$ cat src/rtl/asteroid_pkg.sv
// rtl/asteroid_pkg.sv - shared direction encodings, screen defaults and edge-test helper
package asteroid_pkg;

  typedef enum logic [1:0] {
    DIR_UP    = 2'd0,
    DIR_RIGHT = 2'd1,
    DIR_DOWN  = 2'd2,
    DIR_LEFT  = 2'd3
  } dir_e;

  localparam int DEF_SCREEN_W = 160;
  localparam int DEF_SCREEN_H = 120;

  // True when a one-pixel step in dir from (x,y) would leave a w x h screen.
  function automatic logic exits_screen(input int x, input int y, input dir_e dir,
                                        input int w, input int h);
    case (dir)
      DIR_UP:    return y == 0;
      DIR_RIGHT: return x == w - 1;
      DIR_DOWN:  return y == h - 1;
      default:   return x == 0;
    endcase
  endfunction

endpackage

$ cat src/rtl/asteroid_field_if.sv
// rtl/asteroid_field_if.sv - spawn/kill/frame inputs and per-slot state outputs of the asteroid engine
interface asteroid_field_if #(
  parameter int NUM_SLOTS = 8,
  parameter int X_W       = 8,
  parameter int Y_W       = 7,
  parameter int SLOT_W    = 3
);
  logic                     frame_tick;
  logic                     spawn_req;
  logic [X_W-1:0]           spawn_x;
  logic [Y_W-1:0]           spawn_y;
  logic [1:0]               spawn_dir;
  logic                     spawn_ack;
  logic [SLOT_W-1:0]        spawn_slot;
  logic                     spawn_err;
  logic                     kill_valid;
  logic [SLOT_W-1:0]        kill_slot;
  logic [NUM_SLOTS-1:0]     active;
  logic [NUM_SLOTS*X_W-1:0] ast_x;
  logic [NUM_SLOTS*Y_W-1:0] ast_y;
  logic [NUM_SLOTS-1:0]     despawn;
  logic                     full;

  // master: scheduler/collision side; slave: the asteroid engine
  modport master (
    output frame_tick, spawn_req, spawn_x, spawn_y, spawn_dir, kill_valid, kill_slot,
    input  spawn_ack, spawn_slot, spawn_err, active, ast_x, ast_y, despawn, full
  );

  modport slave (
    input  frame_tick, spawn_req, spawn_x, spawn_y, spawn_dir, kill_valid, kill_slot,
    output spawn_ack, spawn_slot, spawn_err, active, ast_x, ast_y, despawn, full
  );
endinterface

$ cat src/rtl/asteroid_slot.sv
// rtl/asteroid_slot.sv - one asteroid: position, direction, step divider and retire logic
module asteroid_slot
  import asteroid_pkg::*;
#(
  parameter int SCREEN_W = DEF_SCREEN_W,
  parameter int SCREEN_H = DEF_SCREEN_H,
  parameter int X_W      = 8,
  parameter int Y_W      = 7,
  parameter int MOVE_DIV = 4
) (
  input  logic           clock,
  input  logic           reset,
  input  logic           load,
  input  logic [X_W-1:0] load_x,
  input  logic [Y_W-1:0] load_y,
  input  dir_e           load_dir,
  input  logic           kill,
  input  logic           frame_tick,
  output logic           active,
  output logic [X_W-1:0] x,
  output logic [Y_W-1:0] y,
  output logic           edge_exit
);

  localparam int CNT_W = (MOVE_DIV > 1) ? $clog2(MOVE_DIV) : 1;
  localparam logic [CNT_W-1:0] CNT_MAX = CNT_W'(MOVE_DIV - 1);

  dir_e             dir;
  logic [CNT_W-1:0] cnt;

  // Inactive slots only accept loads; active slots see kill first, then motion.
  always_ff @(posedge clock or posedge reset) begin
    if (reset) begin
      active    <= 1'b0;
      x         <= '0;
      y         <= '0;
      dir       <= DIR_UP;
      cnt       <= '0;
      edge_exit <= 1'b0;
    end else begin
      edge_exit <= 1'b0;
      if (!active) begin
        if (load) begin
          active <= 1'b1;
          x      <= load_x;
          y      <= load_y;
          dir    <= load_dir;
          cnt    <= '0;
        end
      end else if (kill) begin
        active <= 1'b0;
      end else if (frame_tick) begin
        if (cnt < CNT_MAX) begin
          cnt <= cnt + CNT_W'(1);
        end else begin
          cnt <= '0;
          if (exits_screen(int'(x), int'(y), dir, SCREEN_W, SCREEN_H)) begin
            active    <= 1'b0;
            edge_exit <= 1'b1;
          end else begin
            case (dir)
              DIR_UP:    y <= y - Y_W'(1);
              DIR_RIGHT: x <= x + X_W'(1);
              DIR_DOWN:  y <= y + Y_W'(1);
              default:   x <= x - X_W'(1);
            endcase
          end
        end
      end
    end
  end

endmodule

$ cat src/rtl/asteroid_field.sv
// rtl/asteroid_field.sv - multi-slot asteroid engine: slot allocation, kill decode, output flattening
module asteroid_field
  import asteroid_pkg::*;
#(
  parameter int NUM_SLOTS = 8,
  parameter int SCREEN_W  = DEF_SCREEN_W,
  parameter int SCREEN_H  = DEF_SCREEN_H,
  parameter int X_W       = 8,
  parameter int Y_W       = 7,
  parameter int MOVE_DIV  = 4,
  parameter int SLOT_W    = 3
) (
  input  logic            clock,
  input  logic            reset,
  asteroid_field_if.slave bus
);

  logic [NUM_SLOTS-1:0]     active_vec;
  logic [NUM_SLOTS-1:0]     despawn_vec;
  logic [NUM_SLOTS-1:0]     load_vec;
  logic [NUM_SLOTS-1:0]     kill_vec;
  logic [NUM_SLOTS*X_W-1:0] x_vec;
  logic [NUM_SLOTS*Y_W-1:0] y_vec;
  logic [SLOT_W-1:0]        free_idx;
  logic                     found;
  logic                     in_range;
  logic                     accept;
  logic                     ack_q;
  logic                     err_q;
  logic [SLOT_W-1:0]        slot_q;

  // Lowest-index free slot, judged on registered active only.
  always_comb begin
    found    = 1'b0;
    free_idx = '0;
    for (int i = NUM_SLOTS - 1; i >= 0; i--) begin
      if (!active_vec[i]) begin
        found    = 1'b1;
        free_idx = SLOT_W'(i);
      end
    end
  end

  assign in_range = (int'(bus.spawn_x) < SCREEN_W) && (int'(bus.spawn_y) < SCREEN_H);
  assign accept   = bus.spawn_req && found && in_range;

  always_comb begin
    load_vec = '0;
    kill_vec = '0;
    for (int i = 0; i < NUM_SLOTS; i++) begin
      load_vec[i] = accept && (int'(free_idx) == i);
      kill_vec[i] = bus.kill_valid && (int'(bus.kill_slot) == i);
    end
  end

  always_ff @(posedge clock or posedge reset) begin
    if (reset) begin
      ack_q  <= 1'b0;
      err_q  <= 1'b0;
      slot_q <= '0;
    end else begin
      ack_q <= accept;
      err_q <= bus.spawn_req && !accept;
      if (accept) slot_q <= free_idx;
    end
  end

  for (genvar i = 0; i < NUM_SLOTS; i++) begin : g_slot
    asteroid_slot #(
      .SCREEN_W (SCREEN_W),
      .SCREEN_H (SCREEN_H),
      .X_W      (X_W),
      .Y_W      (Y_W),
      .MOVE_DIV (MOVE_DIV)
    ) u_slot (
      .clock      (clock),
      .reset      (reset),
      .load       (load_vec[i]),
      .load_x     (bus.spawn_x),
      .load_y     (bus.spawn_y),
      .load_dir   (dir_e'(bus.spawn_dir)),
      .kill       (kill_vec[i]),
      .frame_tick (bus.frame_tick),
      .active     (active_vec[i]),
      .x          (x_vec[i*X_W +: X_W]),
      .y          (y_vec[i*Y_W +: Y_W]),
      .edge_exit  (despawn_vec[i])
    );
  end

  assign bus.active     = active_vec;
  assign bus.despawn    = despawn_vec;
  assign bus.ast_x      = x_vec;
  assign bus.ast_y      = y_vec;
  assign bus.spawn_ack  = ack_q;
  assign bus.spawn_err  = err_q;
  assign bus.spawn_slot = slot_q;
  assign bus.full       = &active_vec;

endmodule

$ cat src/flat_wrapper.sv
// flat-port wrapper written by rule: the top's interface ports become plain ports
module asteroid_field_flat import asteroid_pkg::*;
#(
  parameter int NUM_SLOTS = 8,
  parameter int SCREEN_W  = DEF_SCREEN_W,
  parameter int SCREEN_H  = DEF_SCREEN_H,
  parameter int X_W       = 8,
  parameter int Y_W       = 7,
  parameter int MOVE_DIV  = 4,
  parameter int SLOT_W    = 3
)
  (clock, reset, bus_frame_tick, bus_spawn_req, bus_spawn_x, bus_spawn_y, bus_spawn_dir, bus_kill_valid, bus_kill_slot, bus_spawn_ack, bus_spawn_slot, bus_spawn_err, bus_active, bus_ast_x, bus_ast_y, bus_despawn, bus_full);
  asteroid_field_if #(.NUM_SLOTS(NUM_SLOTS), .X_W(X_W), .Y_W(Y_W), .SLOT_W(SLOT_W)) bus_i ();
  input  logic clock;
  input  logic reset;
  input wire logic [$bits(bus_i.frame_tick)-1:0] bus_frame_tick;
  input wire logic [$bits(bus_i.spawn_req)-1:0] bus_spawn_req;
  input wire logic [$bits(bus_i.spawn_x)-1:0] bus_spawn_x;
  input wire logic [$bits(bus_i.spawn_y)-1:0] bus_spawn_y;
  input wire logic [$bits(bus_i.spawn_dir)-1:0] bus_spawn_dir;
  input wire logic [$bits(bus_i.kill_valid)-1:0] bus_kill_valid;
  input wire logic [$bits(bus_i.kill_slot)-1:0] bus_kill_slot;
  output wire logic [$bits(bus_i.spawn_ack)-1:0] bus_spawn_ack;
  output wire logic [$bits(bus_i.spawn_slot)-1:0] bus_spawn_slot;
  output wire logic [$bits(bus_i.spawn_err)-1:0] bus_spawn_err;
  output wire logic [$bits(bus_i.active)-1:0] bus_active;
  output wire logic [$bits(bus_i.ast_x)-1:0] bus_ast_x;
  output wire logic [$bits(bus_i.ast_y)-1:0] bus_ast_y;
  output wire logic [$bits(bus_i.despawn)-1:0] bus_despawn;
  output wire logic [$bits(bus_i.full)-1:0] bus_full;
  assign bus_i.frame_tick = bus_frame_tick;
  assign bus_i.spawn_req = bus_spawn_req;
  assign bus_i.spawn_x = bus_spawn_x;
  assign bus_i.spawn_y = bus_spawn_y;
  assign bus_i.spawn_dir = bus_spawn_dir;
  assign bus_i.kill_valid = bus_kill_valid;
  assign bus_i.kill_slot = bus_kill_slot;
  assign bus_spawn_ack = bus_i.spawn_ack;
  assign bus_spawn_slot = bus_i.spawn_slot;
  assign bus_spawn_err = bus_i.spawn_err;
  assign bus_active = bus_i.active;
  assign bus_ast_x = bus_i.ast_x;
  assign bus_ast_y = bus_i.ast_y;
  assign bus_despawn = bus_i.despawn;
  assign bus_full = bus_i.full;
  asteroid_field #(.NUM_SLOTS(NUM_SLOTS), .SCREEN_W(SCREEN_W), .SCREEN_H(SCREEN_H), .X_W(X_W), .Y_W(Y_W), .MOVE_DIV(MOVE_DIV), .SLOT_W(SLOT_W)) u_core (.clock(clock), .reset(reset), .bus(bus_i));
endmodule
$ cat config.mk
export PLATFORM = sky130hd
export DESIGN_NAME = asteroid_field_flat
export DESIGN_NICKNAME = d
export VERILOG_FILES = /design/src/rtl/asteroid_pkg.sv /design/src/rtl/asteroid_field_if.sv /design/src/rtl/asteroid_slot.sv /design/src/rtl/asteroid_field.sv /design/src/flat_wrapper.sv
export SDC_FILE = /design/constraint.sdc
export NUM_CORES = 1
export LEC_CHECK = 0
export CORE_ASPECT_RATIO = 0.5
export CORE_UTILIZATION = 55
export CTS_CLUSTER_SIZE = 16
export DETAILED_ROUTE_END_ITERATION = 10
export DONT_BUFFER_PORTS = 1
export GPL_TIMING_DRIVEN = 0
export PLACE_DENSITY = 0.73
export SLEW_MARGIN = 5
export SYNTH_ARGS = -nofsm -noshare
export SYNTH_HDL_FRONTEND = slang
export SYNTH_SLANG_ARGS = --single-unit
$ cat constraint.sdc
create_clock -name clock -period 6.2 [get_ports clock]
set_input_delay 0.62 -clock clock [delete_from_list [all_inputs] [get_ports clock]]
set_output_delay 0.62 -clock clock [all_outputs]
set_load 0.01 [all_outputs]
==> key figures <==
Placement
  • Post-detail-place hpwl: between 30,000 and 40,000 um
  • I/O Buffers: 0
  • Placer congestion estimate: approximately 0.93
  • Post-Place Worst Slack: ~2600 ps
  • Placed insts: 1,849

Power
  • Leak: about 6.2 nW
  • Maximum VDD drop: 0.291 mV
  • PwrDens: between 500 and 600 nW/um^2

Clocking
  • Max Buffers Root-to-Sink: 2
  • H-Tree Depth: 4
  • Post-CTS Hold Fix Bufs: 0
  • Worst skew pair latency: 460 ps
  • Clk sink count: 173
  • CTS root buf: clkbuf_16
  • Reg clk slew, reported paths: approximately 70 ps
  • Post-CTS Setup Bufs: 0
  • Post-CTS Resized: 0
  • CTS tree: yes
  • TritonCTS buffer count: 17

Yosys
  • Most numerous cell in the Yosys netlist: dfrtp_1
  • Post-synth top area cell: dfrtp_1
  • Synthesized flop and latch total: between 150 and 200
  • Synth Area per Inst: approximately 9 um^2
  • Top cells by area, synth: dfrtp_1, ha_1, mux2_2
  • Ys async rst share: 1.00
  • Primary FF master, synth: dfrtp_1
  • Synthesized cell area: between 10,000 and 15,000 um^2
  • Post-synthesis sequential area ratio: 0.319
  • Cells after synthesis: between 1,500 and 2,000
  • Library cells used by synthesis: 87
  • Top cell type's share of synthesized area: 0.319
  • Synthesis Warnings: 0
  • Syn Nets: around 1,600
  • EDFF count, synth: 0
  • Synth top cells by count: dfrtp_1, nand2_1, a21oi_1

Flow run
  • Max_cap viols: 0

STA
  • Final setup fails: 0
  • Clock period minus worst slack: roughly 3200 ps
  • Final hold violation count: 0
  • RSZ-0062 raised after global routing: no
  • Fmax: 312 MHz
  • Final worst path period share: 0.516
  • Slew HR: 0.187
  • Setup Skew: 9.05 ps
  • Pins Over Slew Limit: 0
  • Final worst slack: about 3000 ps
  • Worst-Margin Slew: 1220 ps
  • Setup_tns: 0 ps

Worst setup path
  • Data required time of the critical path: ~6500 ps
  • Startpoint Class: primary input
  • Crit Path Max Fanout: 9
  • CP endpoint kind: register
  • CP max stage delay: ~850 ps
  • CP max-delay cell: clkbuf_1
  • Worst path cell trace: clkbuf_1 > nand4_2 > and3_1 > clkbuf_1 > a21oi_1 > a21o_1 > clkbuf_1 > mux2_2
  • WS Path Type: in -> reg
  • Critical path arrival: around 3500 ps
  • Most used cell, CP: clkbuf_1
  • CP top delay family: buffers and inverters
  • Worst path buffer plus inverter count: 3

Layout
  • Final net count: 1,669
  • FF/Latch Area: roughly 4300 um^2
  • Layout fillers: between 2,000 and 2,500
  • Post-Layout Cell Count: ~1,900
  • Area grow syn2layout: 7.24%
  • Fin util: 0.603
  • Area of the multi-input gates: just under 9000 um^2
  • Share of cells above drive strength 1: 0.104

Floorplan
  • Core area: between 20,000 and 25,000 um^2
  • Die Height: about 110 um
  • Starting Density: 0.563
  • I/O Pins: ~170
  • Std cell rows: 40
  • Die area: 25,400 um^2
  • Die Span X: 224 um

Global routing
  • First-pass GRT wire length: around 67,000 um
  • Global route overflow: 0
  • GRT Total Usage: 0.341
  • Number of antenna violations at the first check in global routing: 3
  • Pin count of the biggest net entering global routing: between 100 and 150
  • Vias in the first global route: roughly 12,000

Drt
  • Drt pass-1 iters: 7
  • DR iter-0 viols: around 1,300
  • Via count: between 10,000 and 15,000
  • Avg Vias per Cell: between 6 and 7
  • Routed WL: about 42,000 um
  • Antenna-violating nets left: 0
  • Per-cell routed wire length: approximately 23 um
  • Residual DRC: 0

Run status
  • Outcome: finished clean

Min path
  • Hold WC Path Type: in -> async
## area by class of cell
cell class,instances,share of cell area
Tap cell,336,0.0289
Inverter,51,0.0137
Multi-Input combinational cell,1207,0.594
Clock buffer,22,0.0312
Sequential cell,173,0.297
Timing Repair Buffer,1,0.00189
Antenna cell,1,0.000172
Clock inverter,8,0.00481
Buffer,81,0.0276
## power by group
group | internal, mW | leakage, nW | total, mW | switching (mW)
Clock | 0.554 | 0.255 | 1.03 | 0.473
Sequential | 1.56 | 2.13 | 2.48 | 0.922
Combinational | 2.24 | 3.77 | 4.90 | 2.66
## path summary, 6_finish.rpt
path	slack, ps	startpoint	depth (start not counted)	end
setup / recovery	3000	bus_spawn_y[3]	8	u_core.g_slot[3].u_slot.x[6]
hold / removal	40	reset	1	u_core.g_slot[0].u_slot.y[4]
setup reg to reg	3070	u_core.g_slot[0].u_slot.dir[0]	10	u_core.g_slot[0].u_slot.x[7]
hold reg to reg	500	u_core.g_slot[7].u_slot.cnt[0]	1	u_core.g_slot[7].u_slot.cnt[0]
max in group asynchronous	5200	reset	2	u_core.g_slot[2].u_slot.x[3]
min in group clock	270	bus_spawn_dir[0]	2	u_core.g_slot[7].u_slot.dir[0]
## cell families after synthesis
kind of cell / after synthesis / synth area share
flops: 173 / 0.319
buf+inv: 132 / 0.0437
compound gates: 400 / 0.195
xor+xnor: 62 / 0.0400
mux: 114 / 0.0929
simple gates: 519 / 0.197
fa+ha+maj: 112 / 0.112
## worst reg2reg max path, cell delays in order (launching register included)
cell	delay [ps]
dfrtp_1	460
inv_1	110
nor2_1	270
inv_1	260
ha_1	370
a211o_1	310
a21oi_1	200
o21ai_0	210
mux2i_1	210
o211ai_1	100
a2111oi_0	460
## metrics by stage
stage | power, mW | area (um^2) | hold slack [ps]
5_1_grt | 9.06 | 14600 | 80.3
3_5_place_dp | 7.25 | 14000 | 490
3_3_place_gp | 6.94 | 14000 | 480
4_1_cts | 8.31 | 14600 | 55.3
2_1_floorplan | 6.13 | 13600 | 462
6_report | 8.41 | 14600 | 36.3
## routing by layer
metal | part of all wire | track usage | vias up
met5 | 0 | 0 | -
met4 | 0.031 | 0.130 | 0
met3 | 0.10 | 0.0839 | 111
met2 | 0.45 | 0.529 | 631
met1 | 0.42 | 0.461 | 6148
li1 | - | - | 5652
## sequential cells by signal (all words and copies together), names as in the netlist
signal                          flops
u_core.bus.spawn_err                1
u_core.bus.spawn_ack                1
u_core.g_slot.u_slot.edge_exit      8
u_core.g_slot.u_slot.active         8
u_core.g_slot.u_slot.cnt           16
u_core.g_slot.u_slot.dir           16
u_core.bus.spawn_slot               3
u_core.g_slot.u_slot.y             56
u_core.g_slot.u_slot.x             64
## cells in the final DEF, fill, tap and decap left out, drive strengths merged, types with 11 or more instances in the layout
| cell type | count |
|---|---|
| a211oi | 20 |
| a21o | 42 |
| a21oi | 117 |
| a31oi | 15 |
| and3 | 12 |
| buf | 28 |
| clkbuf | 76 |
| dfrtp | 173 |
| fa | 16 |
| ha | 96 |
| inv | 51 |
| mux2 | 81 |
| mux2i | 33 |
| nand2 | 135 |
| nand2b | 23 |
| nand3 | 32 |
| nand3b | 13 |
| nand4 | 24 |
| nor2 | 115 |
| nor2b | 12 |
| nor3 | 42 |
| nor4 | 32 |
| o211ai | 21 |
| o21ai | 67 |
| o21bai | 11 |
| o41ai | 11 |
| or3 | 17 |
| xnor2 | 45 |
| xor2 | 17 |
No activity file was read; power rests on OpenSTA's default activity.
